===== src/rtl/rv_rr_grant_arbiter.sv =====
// Round-robin arbiter with rotating priority pointer and a valid/ready lock that
// keeps a grant stable until the downstream accepts it.
module rv_rr_grant_arbiter #(
  parameter int NUM_REQS     = 4,
  parameter int LOCK_ENABLE  = 1,
  parameter int LOG_NUM_REQS = (NUM_REQS > 1) ? $clog2(NUM_REQS) : 1
) (
  input  logic                    clk,
  input  logic                    reset,
  input  logic [NUM_REQS-1:0]     requests,
  input  logic                    ready_in,
  output logic                    grant_valid,
  output logic [NUM_REQS-1:0]     grant_onehot,
  output logic [LOG_NUM_REQS-1:0] grant_index,
  output logic                    fire
);

  typedef enum logic {ARB, LOCKED} state_e;

  localparam logic [LOG_NUM_REQS:0] NUM_W = NUM_REQS[LOG_NUM_REQS:0];

  state_e                  state_q;
  logic [LOG_NUM_REQS-1:0] rr_ptr_q;
  logic [LOG_NUM_REQS-1:0] held_idx_q;

  logic [LOG_NUM_REQS-1:0] start_idx;
  logic [NUM_REQS-1:0]     rotated;
  logic                    pe_valid;
  logic [LOG_NUM_REQS-1:0] pe_idx;
  logic [LOG_NUM_REQS-1:0] arb_idx;
  logic                    held_req;

  // (a + b) mod NUM_REQS; one compare-subtract suffices since both operands are < NUM_REQS.
  function automatic logic [LOG_NUM_REQS-1:0] mod_add(input logic [LOG_NUM_REQS-1:0] a,
                                                      input logic [LOG_NUM_REQS-1:0] b);
    logic [LOG_NUM_REQS:0] s;
    s = {1'b0, a} + {1'b0, b};
    if (s >= NUM_W) s = s - NUM_W;
    return s[LOG_NUM_REQS-1:0];
  endfunction

  assign start_idx = mod_add(rr_ptr_q, LOG_NUM_REQS'(1));

  genvar gi;
  generate
    for (gi = 0; gi < NUM_REQS; gi++) begin : g_rot
      assign rotated[gi] = requests[mod_add(LOG_NUM_REQS'(gi), start_idx)];
    end
  endgenerate

  // Lowest set bit of the rotated vector is the highest-priority requester.
  always_comb begin
    pe_valid = 1'b0;
    pe_idx   = '0;
    for (int i = NUM_REQS - 1; i >= 0; i--) begin
      if (rotated[i]) begin
        pe_valid = 1'b1;
        pe_idx   = LOG_NUM_REQS'(i);
      end
    end
  end

  assign arb_idx  = mod_add(pe_idx, start_idx);
  assign held_req = requests[held_idx_q];

  always_comb begin
    grant_valid = 1'b0;
    grant_index = '0;
    if (!reset) begin
      if (state_q == LOCKED) begin
        grant_valid = held_req;
        grant_index = held_req ? held_idx_q : '0;
      end else begin
        grant_valid = pe_valid;
        grant_index = pe_valid ? arb_idx : '0;
      end
    end
  end

  assign fire = grant_valid & ready_in;

  generate
    for (gi = 0; gi < NUM_REQS; gi++) begin : g_onehot
      assign grant_onehot[gi] = grant_valid && (grant_index == LOG_NUM_REQS'(gi));
    end
  endgenerate

  always_ff @(posedge clk) begin
    if (reset) begin
      state_q    <= ARB;
      rr_ptr_q   <= LOG_NUM_REQS'(NUM_REQS - 1);
      held_idx_q <= '0;
    end else begin
      case (state_q)
        ARB: begin
          if (fire) begin
            rr_ptr_q <= arb_idx;
          end else if (grant_valid && (LOCK_ENABLE != 0)) begin
            held_idx_q <= arb_idx;
            state_q    <= LOCKED;
          end
        end
        LOCKED: begin
          // A withdrawn request releases the lock without moving the pointer.
          if (fire) begin
            rr_ptr_q <= held_idx_q;
            state_q  <= ARB;
          end else if (!held_req) begin
            state_q <= ARB;
          end
        end
        default: state_q <= ARB;
      endcase
    end
  end

endmodule


===== config.mk =====
export PLATFORM = sky130hd
export DESIGN_NAME = rv_rr_grant_arbiter
export DESIGN_NICKNAME = d
export VERILOG_FILES = /design/src/rtl/rv_rr_grant_arbiter.sv
export SDC_FILE = /design/constraint.sdc
export NUM_CORES = 1
export LEC_CHECK = 0
export CAP_MARGIN = 15
export CELL_PAD_IN_SITES_DETAIL_PLACEMENT = 0
export CELL_PAD_IN_SITES_GLOBAL_PLACEMENT = 2
export CORE_ASPECT_RATIO = 0.7
export CORE_MARGIN = 2
export CORE_UTILIZATION = 30
export CTS_CLUSTER_DIAMETER = 80
export DETAILED_ROUTE_END_ITERATION = 7
export PLACE_DENSITY_LB_ADDON = 0.1
export SKIP_LAST_GASP = 1
export SLEW_MARGIN = 30
export SYNTH_ARGS = -nofsm -noshare
export SYNTH_HDL_FRONTEND = slang
export SYNTH_SLANG_ARGS = --single-unit

===== constraint.sdc =====
create_clock -name clk -period 6.14 [get_ports clk]
set_clock_uncertainty 0.2 [all_clocks]
set_input_delay 1.228 -clock clk [delete_from_list [all_inputs] [get_ports clk]]
set_output_delay 1.228 -clock clk [all_outputs]
set_load 0.02 [all_outputs]

==> impl_results.md <==
* Synth Flop Type: dfxtp_1
* Peak supply drop at 0.000103 V
* CTS resizes at 0
* CTS sink count at 5
* R2R Setup Slk at 3.72 ns
* Via density at 5.48
* Type of the worst setup path: in -> out
* Initial Util at 0.329
* Fmax at 0.175 GHz
* Final Hold Fails at 0
* Commonest cells after routing, fill and taps aside: clkdlybuf4s50_1 (14), nor2_1 (11), nor3_1 (5), dfxtp_1 (5)
* Area growth syn-to-layout at 23.0%
* Wire length per cell at 12.8 µm
* Fin crit period at 5.71 ns
* PD cells at 229 mW/mm²
* CTS buffer count at 3
* Unrepaired setup endpoints after global routing: false
* GRT Overall Usage at 0.128
* Critical Path Source Type: input port
* Top cell type's share of synthesized area at 0.158
* Yosys warns at 0
* Seq cells post-synth at 5
* Layout cells sized above 1 at 0.191
* Max Cap Viol at 0
* Worst-path fanout max at 6
* CP arrival at 4.28 ns
* Compound-cell area share of the yosys netlist at 0.305
* CTS tree: built
* First drt pass iteration count at 4
* Worst-Margin Slew at 0.396 ns
* Antenna cells at 0
* Die ar. at 0.00249 mm²
* Via count at 608
* Number of nets in the layout at 98
* Placer Congestion at 0.734
* Global-route wire length before repair at 2440 µm
* Most common cell after layout, fill and taps aside: clkdlybuf4s50_1
* Synth area leaders: dfxtp_1 (16%), buf_6 (7.1%), nor2_1 (6.5%)
* Via count of the first global-routing pass at 540
* Setup slack after layout at 0.434 ns
* Final setup viols at 0
* Main combinational cell family by area after synthesis: compound AO/OA/AOI/OAI gates
* Synth async-reset ratio at 0
* Mapped Area at 632 µm²
* Detailed placer's ending HPWL at 1160 µm
* Skew-Pair Late Insertion Delay at 0.25 ns
* Dpl ws at 0.460 ns
* # IOs at 15
* Final period util at 0.929
* Root Driver: clkbuf_4
* Fin Setup TNS at 0 ns
* Mux cell area share after synthesis at 0.0693
* Hold_buf cts at 0
* Mapped Nets at 84
* Cells after Synth at 76
* Fin util at 0.405
* Final ANT Viol Nets at 0
* Slew Viols, Final at 0
* Simple logic cell fraction of the synthesized area at 0.293
* Synth area leader: dfxtp_1
* GRT overflow at 0
* Residual DRC at 0
* Die H at 42.4 µm
* Tightest Hold Check Type: reg -> reg
* Die Wd at 58.9 µm
* Row count at 13
* Placeable core area at 0.00192 mm²
* Initial antenna violation count at 0
* Post-CTS Setup Bufs at 0
* Post-Synth Adder-Cell Area at 0.0198
* I/O Buffers at 14
* CTS clock-pin slew for the worst setup and hold paths at 0.05 ns
* Max clock buf depth at 2
* Leakage at 0.286 nW
* Xor and xnor fraction of the mapped netlist area at 0.0535
* Element type at the critical path end: output pin
* Required time of the critical path at 4.71 ns
* Largest net degree at the start of global routing at 11
* EDFF count, synth at 0
* WL final at 1420 µm
* Starting DRT DRC Count at 13
* Synth cell types at 36
* Seq/Total Area, Yosys at 0.158
* Slew headroom at 0.735
* Average size of a mapped cell at 8.31 µm²
* H-Tree Depth at 1
* Status: completed
-- worst paths after layout --
path | from | end | cells past startpoint
setup / recovery | requests[0] | grant_onehot[1] | 11
hold / removal | held_idx_q[0] | held_idx_q[0] | 2
setup reg to reg | rr_ptr_q[0] | rr_ptr_q[1] | 8
hold reg to reg | held_idx_q[0] | held_idx_q[0] | 2
-- power by group --
part	switching [mW]	leakage [nW]	internal, mW
Clock	0.0150	0.0150	0.0247
Combinational	0.0479	0.230	0.0443
Sequential	0.00862	0.0413	0.0373
Total	0.0715	0.286	0.106
-- stage by stage --
step	hold WS [ns]	total power, mW	cell area (µm²)	std cells
after floorplan	0.303	0.112	632	76
after global placement	0.326	0.140	751	107
after detailed placement	0.334	0.138	751	107
after CTS	0.342	0.179	777	111
after global routing	0.361	0.192	777	111
final	0.340	0.178	777	111
-- layer usage --
layer,GRT usage,routed length [µm]
met3,0.0648,71
met5,0,0
met2,0.173,571
met4,0.0136,0
met1,0.184,781
-- synth_stat cells (2+ instances only) --
cell type	n
nor2_1	11
dfxtp_1	5
nor3_1	5
a21oi_1	4
buf_6	4
nand2_1	4
o21ai_0	4
inv_1	3
mux2i_1	3
and3_1	2
nor2_4	2
o211ai_1	2
or2_1	2
or3_1	2
xnor2_1	2
-- flip-flops by register name, indices dropped and copies added, names as in the netlist --
register	cells
state_q	1
held_idx_q	2
rr_ptr_q	2
-- logic make-up (layout without fill, tap and decap cells) --
family | after synthesis | count (layout)
AOI/OAI and AO/OA | 21 | 21
xor gates and xnor gates | 3 | 3
adders and majority gates | 1 | 1
buffers and inverters | 9 | 22
DFF | 5 | 5
muxes | 4 | 4
and+or+nand+nor | 33 | 33
-- critical path, stage by stage --
cell             delay (ns)
clkdlybuf4s50_1        0.61
inv_1                  0.13
o311a_2                0.38
o21ai_0                0.17
ha_1                   0.22
xor2_2                 0.15
xnor2_1                0.12
and3_1                 0.22
mux2i_2                0.24
and3_1                 0.20
clkdlybuf4s50_1        0.60
-- layout make-up --
| class | count | area [µm²] |
|---|---|---|
| clock buffer | 4 | 26.3 |
| fill | 201 | 1140 |
| inverter | 4 | 15.0 |
| tap | 22 | 27.5 |
| multi-input combinational | 62 | 468 |
| sequential | 5 | 100 |
| timing repair buffer | 14 | 140 |
(Power assumes the default switching activity.)
